**src/rtl/uart_rx_frame.sv**
```systemverilog
// rtl/uart_rx_frame.sv - parametrised 16x-oversampling UART receiver with valid/ready word output
// Optional feature macro: UART_RX_MAJORITY_EN (2-of-3 majority of rxs at ticks 7, 8 and 9).
module uart_rx_frame #(
    parameter int F         = 8000000,
    parameter int BAUD      = 115200,
    parameter int DATA_BITS = 8,
    parameter int PARITY    = 0,
    parameter int STOP_BITS = 1
) (
    input  logic                 clk,
    input  logic                 rst,
    input  logic                 rx,
    output logic [DATA_BITS-1:0] data_out,
    output logic                 valid,
    input  logic                 ready,
    output logic                 parity_err,
    output logic                 frame_err,
    output logic                 overrun,
    output logic                 busy
);
    localparam int DIV   = (F + BAUD * 8) / (BAUD * 16);
    localparam int DIV_W = (DIV > 1) ? $clog2(DIV) : 1;
    localparam logic STOP_LAST = (STOP_BITS == 2) ? 1'b1 : 1'b0;

    generate
        if (DIV < 1) begin : g_div_check
            $error("uart_rx_frame: F / (BAUD*16) rounds to less than 1");
        end
        if (DATA_BITS < 5 || DATA_BITS > 9) begin : g_bits_check
            $error("uart_rx_frame: DATA_BITS must be 5..9");
        end
        if (STOP_BITS != 1 && STOP_BITS != 2) begin : g_stop_check
            $error("uart_rx_frame: STOP_BITS must be 1 or 2");
        end
    endgenerate

    typedef enum logic [2:0] {IDLE, START, DATA, PAR, STOP} state_t;

    state_t               state;
    logic                 rx_meta, rxs, rxs_prev;
    logic [DIV_W-1:0]     div_cnt;
    logic [3:0]           samp_cnt;
    logic [3:0]           bit_idx;
    logic                 stop_idx;
    logic [DATA_BITS-1:0] shreg;
    logic                 par_bad, stop_bad;
    logic                 tick, sample_now, bit_val, start_det, exp_par;

`ifdef UART_RX_MAJORITY_EN
    // Decision waits for the tick that ends bit-time 9 so all three samples exist.
    localparam logic [3:0] DEC_CNT = 4'd8;
    logic s7, s8;

    always_ff @(posedge clk or negedge rst) begin
        if (!rst) begin
            s7 <= 1'b1;
            s8 <= 1'b1;
        end else if (tick) begin
            if (samp_cnt == 4'd6) s7 <= rxs;
            if (samp_cnt == 4'd7) s8 <= rxs;
        end
    end

    assign bit_val = (s7 & s8) | (s7 & rxs) | (s8 & rxs);
`else
    localparam logic [3:0] DEC_CNT = 4'd7;
    assign bit_val = rxs;
`endif

    // samp_cnt holds the number of ticks seen in the current bit; the tick that makes it 8 samples.
    assign tick       = (div_cnt == DIV_W'(DIV - 1));
    assign sample_now = tick && (samp_cnt == DEC_CNT);
    assign start_det  = (state == IDLE) && rxs_prev && !rxs;
    assign exp_par    = (PARITY == 2) ? ^shreg : ~^shreg;

    always_ff @(posedge clk or negedge rst) begin
        if (!rst) begin
            div_cnt  <= '0;
            samp_cnt <= '0;
        end else if (start_det) begin
            div_cnt  <= '0;
            samp_cnt <= '0;
        end else if (tick) begin
            div_cnt  <= '0;
            samp_cnt <= samp_cnt + 4'd1;
        end else begin
            div_cnt  <= div_cnt + 1'b1;
        end
    end

    always_ff @(posedge clk or negedge rst) begin
        if (!rst) begin
            rx_meta    <= 1'b1;
            rxs        <= 1'b1;
            rxs_prev   <= 1'b1;
            state      <= IDLE;
            bit_idx    <= '0;
            stop_idx   <= 1'b0;
            shreg      <= '0;
            par_bad    <= 1'b0;
            stop_bad   <= 1'b0;
            data_out   <= '0;
            valid      <= 1'b0;
            parity_err <= 1'b0;
            frame_err  <= 1'b0;
            overrun    <= 1'b0;
            busy       <= 1'b0;
        end else begin
            rx_meta  <= rx;
            rxs      <= rx_meta;
            rxs_prev <= rxs;

            // A drop needs !ready, so it can never coincide with this accept.
            if (valid && ready) begin
                valid   <= 1'b0;
                overrun <= 1'b0;
            end

            case (state)
                IDLE: begin
                    if (start_det) begin
                        state <= START;
                        busy  <= 1'b1;
                    end
                end
                START: begin
                    if (sample_now) begin
                        if (bit_val) begin
                            state <= IDLE;
                            busy  <= 1'b0;
                        end else begin
                            state    <= DATA;
                            bit_idx  <= '0;
                            stop_idx <= 1'b0;
                            par_bad  <= 1'b0;
                            stop_bad <= 1'b0;
                        end
                    end
                end
                DATA: begin
                    if (sample_now) begin
                        shreg <= {bit_val, shreg[DATA_BITS-1:1]};
                        if (bit_idx == 4'(DATA_BITS - 1)) begin
                            state <= (PARITY != 0) ? PAR : STOP;
                        end else begin
                            bit_idx <= bit_idx + 4'd1;
                        end
                    end
                end
                PAR: begin
                    if (sample_now) begin
                        par_bad <= (bit_val != exp_par);
                        state   <= STOP;
                    end
                end
                STOP: begin
                    if (sample_now) begin
                        if (stop_idx == STOP_LAST) begin
                            state <= IDLE;
                            busy  <= 1'b0;
                            if (!valid || ready) begin
                                data_out   <= shreg;
                                parity_err <= par_bad;
                                frame_err  <= stop_bad | ~bit_val;
                                valid      <= 1'b1;
                            end else begin
                                overrun <= 1'b1;
                            end
                        end else begin
                            stop_bad <= stop_bad | ~bit_val;
                            stop_idx <= 1'b1;
                        end
                    end
                end
                default: begin
                    state <= IDLE;
                    busy  <= 1'b0;
                end
            endcase
        end
    end
endmodule

```
**config.mk**
```make
export PLATFORM = sky130hd
export DESIGN_NAME = uart_rx_frame
export DESIGN_NICKNAME = d
export VERILOG_FILES = /design/src/rtl/uart_rx_frame.sv
export SDC_FILE = /design/constraint.sdc
export NUM_CORES = 1
export LEC_CHECK = 0
export CAP_MARGIN = 0
export CELL_PAD_IN_SITES_DETAIL_PLACEMENT = 0
export CELL_PAD_IN_SITES_GLOBAL_PLACEMENT = 1
export CORE_MARGIN = 2
export CORE_UTILIZATION = 35
export DETAILED_ROUTE_END_ITERATION = 12
export PLACE_DENSITY_LB_ADDON = 0.1
export SYNTH_ARGS = -nofsm -noshare
export SYNTH_HDL_FRONTEND = slang
export SYNTH_SLANG_ARGS = --single-unit
```
**constraint.sdc**
```tcl
create_clock -name clk -period 4.07 [get_ports clk]
set_input_delay 1.221 -clock clk [delete_from_list [all_inputs] [get_ports clk]]
set_output_delay 1.221 -clock clk [all_outputs]
set_load 0.02 [all_outputs]
```
==> flow_summary_export.csv, run 1 <==
group,metric,value,unit
sta,post-route-period-util,64.78,%
synth,async_flop_share,100.0,%
synth,ys_seq_elements,39,
final_layout,final_cell_mix,"dfrtp_1 (36), mux2_2 (18), clkdlybuf4s50_1 (15)",
clocking,cts.clk_slew.worst_paths,70,ps
critical_path,crit_path_end_kind,"flop",
sta,finalSetupTns,0,ps
global_route,grt_max_degree,40,
clocking,htree_num_levels,2,
final_layout,final_common_cell,"dfrtp_1",
floorplanning,core_area,0.004723,mm^2
sta,setup_viol,0,
synth,synthTopCellsByArea,"dfrtp_1 (52%), mux2_2 (12%), dfstp_2 (4.6%)",
sta,slew_viol_final,0,
critical_path,crit_fanout,11,
place,io_buffers,16,
clocking,cts_setup_buffers,0,
synth,netlist_area,0.001719,mm^2
global_route,grt_pass1_wl,5175,um
sta,max_freq,379.3,MHz
clocking,clockBufferDepth,2,
floorplanning,die-area,0.005489,mm^2
drt,drc,0,
floorplanning,die_w,74.09,um
sta,skew,5.478,ps
synth,synth_cell_types,36,
clocking,cts.sink_count,39,
floorplanning,dieHeight,74.09,um
place,place_hpwl,2044,um
critical_path,crit_required,4250,ps
drt,wl,3020,um
synth,synth_top_area_share,52.40,%
drt,route.vias.total,1073,
sta,worst_slew_pin_slew,857.2,ps
hold_path,hold_path.class,"flop to flop",
drt,drt-initial-drc-count,50,
synth,synth_top_area_cell,"dfrtp_1",
critical_path,cp-start-kind,"primary input",
flow_run,cap_violations,0,
final_layout,diodes,0,
critical_path,worstPathArrival,2810,ps
global_route,track_usage,12.89,%
pwr,ir_drop,0.0002480,V
synth,synthFlopType,"dfrtp_1",
clocking,cts-root-buf,"clkbuf_8",
final_layout,area_growth_syn_to_layout,17.25,%
sta,relSlewSlack,42.85,%
synth,syn-mean-instance-area,13.02,um^2
drt,wl_per_cell,13.85,um
floorplanning,ios,17,
pwr,power,0.9091,mW
pwr,power_leakage,0.9241,nW
critical_path,crit_type,"primary input to flop",
place,place.gp.congestion,0.6756,
critical_path,r2r_slack,1700,ps
final_layout,layout.nets,157,
clocking,cts_tree,"built",
drt,first_pass_iters,4,
synth,synth-edff-count,0,
sta,fin_crit,2636,ps
clocking,cts_resized,0,
sta,timing.final.hold_violations,0,
synth,syn-instance-count,132,
final_layout,drive_above_1_share,21.85,%
global_route,grt_pass1_vias,1040,
clocking,cts_inserted_buffers,5,
synth,synth_nets,139,
sta,rsz0062_at_grt,"false",
status,status,"finished, final reports clean",
global_route,antenna_found_initial,0,
clocking,clk_latency,290,ps
clocking,cts_hold_buffers,0,
floorplanning,start_util,36.40,%
synth,yosysWarnings,0,
pwr,powerDensity,451.0,mW/mm^2
synth,synth-seq-area-share,56.99,%
floorplanning,row_count,25,
global_route,grt_remaining_overflow,0,
drt,viasPerCell,4.922,
drt,ant_nets,0,
==> worst max-delay path, stage by stage <==
cell and delay, ps:
clkdlybuf4s50_1 480, nand2b_1 130, nand4_1 500, mux2_2 480
==> final cells by class <==
cell class | count | area, um^2
Tap cell | 67 | 83.83
Clock inverter | 2 | 12.51
Timing Repair Buffer | 16 | 155.1
Fill cell | 468 | 2708
Sequential cell | 39 | 979.7
Multi-Input combinational cell | 88 | 711.9
Clock buffer | 6 | 72.57
==> routing by layer <==
metal	up-vias	GRT usage (%)	routed length [um]
li1	508	-	-
met3	5	5.420	125
met1	546	17.57	1471
met2	14	18.35	1379
met5	-	0	0
met4	0	4.848	44
==> flip-flops by register name, summed over array words and instances, names as in the netlist <==
signal      flops
overrun         1
bit_val         1
parity_err      1
busy            1
div_cnt         2
state           3
data_out        8
rxs_prev        1
frame_err       1
bit_idx         4
valid           1
stop_bad        1
par_bad         1
rx_meta         1
shreg           8
samp_cnt        4
==> stage by stage <==
stage	area, um^2	util [%]	worst slack, ps	cells	hold WS, ps
after floorplan	1719	-	1944	132	345.2
after global placement	1931	40.87	1153	210	346.2
after detailed placement	1931	40.87	1088	210	347.3
after CTS	2016	42.68	1398	218	357.9
after global routing	2016	42.68	1348	218	367.2
final	2016	42.68	1434	218	357.4
==> Yosys cell counts (all sizes together) (2+ instances only) <==
master / number
a21oi: 4
a22o: 2
and4b: 2
buf: 5
dfrtp: 36
dfstp: 3
ha: 3
mux2: 18
nand2: 8
nand2b: 2
nand4: 2
nor2: 8
nor2b: 4
nor3: 2
o21ai: 8
xnor2: 6
xor2: 3
==> final timing paths <==
check,from,to,cells past startpoint
worst min register to register,rx_meta,bit_val,0
min in group asynchronous,rst,bit_idx[2],1
worst max register to register,div_cnt[0],data_out[4],4
worst min-delay path,rx_meta,bit_val,0
worst max-delay path,ready,data_out[4],4
max in group asynchronous,rst,state[0],1
==> cell families (layout without fill, tap and decap cells) <==
logic type	count (synthesis)	after routing	share of synthesized area, %
and+or+nand+nor	36	36	13.68
adders and majority gates	3	3	2.184
buffers and inverters	5	24	1.601
AOI/OAI and AO/OA	20	20	7.279
xor gates and xnor gates	10	10	5.895
DFF	39	39	56.99
muxes	19	19	12.37
==> power by group <==
group | switching (mW) | internal, mW | leakage (nW)
combinational | 0.0875 | 0.0856 | 0.370
clock | 0.134 | 0.120 | 0.0412
sequential | 0.0492 | 0.433 | 0.513
Note: power is estimated with default switching activity, not from simulation.
==> run 2: changes to the inputs <==
==> constraint.sdc (replaced) <==
create_clock -name clk -period 2.4 [get_ports clk]
set_input_delay 0.72 -clock clk [delete_from_list [all_inputs] [get_ports clk]]
set_output_delay 0.72 -clock clk [all_outputs]
set_load 0.02 [all_outputs]
==> run 2 against run 1 <==
Core utilization rose by 1.5 points. Final cell count grew 1.4%. Critical path depth down 3. Cell area increased by 3.5%. Setup slack got worse by 1000 ps. Sequential power is 70% higher.
==> flow_summary_export.csv, run 2 (same netlist as run 1, synthesis figures left out) <==
group,metric,value,unit
status,status,"finished, final reports clean",
clocking,htree_num_levels,2,
critical_path,crit_end,"valid",
drt,route.vias.total,1055,
final_layout,area_growth_syn_to_layout,21.32,%
pwr,powerDensity,843.6,mW/mm^2
sta,rsz0062_at_grt,"false",
final_layout,drive_above_1_share,23.38,%
critical_path,critPathMaxStageDelay,620,ps
clocking,clk_latency,290,ps
final_layout,multi_input_area,711.9,um^2
final_layout,fin_area,0.002086,mm^2
drt,wl,2950,um
pwr,ir_drop,0.0005058,V
flow_run,cap_violations,0,
clocking,cts_setup_buffers,0,
final_layout,fillCellCount,440,
critical_path,path_cells,"clkdlybuf4s50_1",
final_layout,layout.area.seq,979.7,um^2
critical_path,crit_cells,1,
pwr,power_leakage,0.9627,nW
critical_path,reg2reg_depth,5,
drt,first_pass_iters,4,
hold_path,hold_path.class,"flop to flop",
drt,viasPerCell,4.774,
critical_path,cp-start-kind,"flop",
clocking,cts.clk_slew.worst_paths,80,ps
floorplanning,start_util,36.40,%
critical_path,crit_required,1680,ps
global_route,grt_remaining_overflow,0,
place,place.gp.congestion,0.6956,
final_layout,reg_top3,"data_out (8), shreg (8)",
critical_path,r2r_slack,560,ps
global_route,grt_pass1_vias,1020,
sta,setup_viol,0,
clocking,cts_hold_buffers,0,
final_layout,diodes,0,
floorplanning,ios,17,
sta,timing.final.hold_violations,0,
sta,fin_crit,2014,ps
floorplanning,core_area,0.004723,mm^2
global_route,grt_max_degree,40,
sta,worst_slew_pin_slew,662.2,ps
sta,post-route-period-util,83.94,%
clocking,cts_inserted_buffers,5,
drt,ant_nets,0,
place,place_area,0.001953,mm^2
global_route,grt_pass1_wl,5016,um
sta,relSlewSlack,55.48,%
sta,finalSetupTns,0,ps
global_route,track_usage,12.37,%
sta,skew,5.462,ps
critical_path,crit_type,"flop to output pin",
drt,wl_per_cell,13.35,um
clocking,cts_resized,0,
floorplanning,die-area,0.005489,mm^2
critical_path,crit_fanout,4,
critical_path,crit_family,"buffers and inverters",
global_route,antenna_found_initial,0,
clocking,cts.sink_count,39,
critical_path,reg2reg_from,"div_cnt[0]",
drt,drt-initial-drc-count,30,
clocking,cts-root-buf,"clkbuf_8",
critical_path,crit_path_end_kind,"output pin",
critical_path,slowest_stage,"clkdlybuf4s50_1",
floorplanning,dieHeight,74.09,um
final_layout,final_cell_mix,"dfrtp_1 (36), mux2_2 (18), clkdlybuf4s50_1 (15)",
critical_path,crit_path_start,"valid",
drt,drc,0,
critical_path,path_buf_inv,1,
sta,max_freq,496.4,MHz
critical_path,r2r_end,"data_out[4]",
floorplanning,die_w,74.09,um
final_layout,final_common_cell,"dfrtp_1",
place,io_buffers,16,
floorplanning,row_count,25,
sta,slew_viol_final,0,
clocking,cts_tree,"built",
final_layout,layout.nets,160,
critical_path,worstPathArrival,1290,ps
clocking,clockBufferDepth,2,
place,place_hpwl,1994,um
==> run 2: changes by cell type in the layout (fill, tap and decap cells not counted) <==
| cell | previous run | this run |
|---|---|---|
| clkinv_2 | 1 | 0 |
| bufinv_16 | 0 | 2 |
| clkinvlp_4 | 1 | 0 |
| buf_4 | 0 | 3 |
==> run 2: worst register-to-register path: cells and delay by family, from the launching register on <==
family | cells | cell delay [ps]
fa+ha+maj | 1 | 310
buf+inv | 1 | 220
flops | 1 | 360
mux | 1 | 280
simple gates | 2 | 560
==> run 2: report_power, final <==
part	switching (mW)	internal, mW
clock	0.228	0.416
sequential	0.0864	0.734
combinational	0.148	0.147
==> run 2: area by class of cell <==
type	count	area share, %
sequential	39	46.97
timing repair buffer	19	8.518
multi-input combinational	88	34.13
clock buffer	6	3.479
tap	67	4.019
clock inverter	2	2.879
==> run 2: how the worst min path moves through the flow <==
stage               slack (ps)  cells past startpoint      end     from
floorplan                  350                      0  bit_val  rx_meta
global placement           350                      0  bit_val  rx_meta
detailed placement         350                      0  bit_val  rx_meta
CTS                        360                      0  bit_val  rx_meta
global route               360                      0  bit_val  rx_meta
finish                     360                      0  bit_val  rx_meta
==> run 2: stage by stage <==
stage / util [%] / setup slack [ps] / hold slack, ps / total power, mW / cells
floorplan: - / 746.6 / 345.2 / 1.053 / 132
global placement: 41.35 / 329.2 / 346.3 / 1.122 / 213
detailed placement: 41.35 / 309.9 / 347.6 / 1.133 / 213
CTS: 44.16 / 364.7 / 358.4 / 1.786 / 221
global route: 44.16 / 338.0 / 361.5 / 1.862 / 221
finish: 44.16 / 385.5 / 357.4 / 1.760 / 221
==> run 2: layer usage <==
| layer | track usage [%] | vias to the layer above | share of wire [%] |
|---|---|---|---|
| li1 | - | 512 | - |
| met1 | 17.00 | 521 | 50 |
| met2 | 17.56 | 16 | 45 |
| met3 | 4.472 | 6 | 3.7 |
| met4 | 5.455 | 0 | 1.7 |
| met5 | 0 | - | 0 |
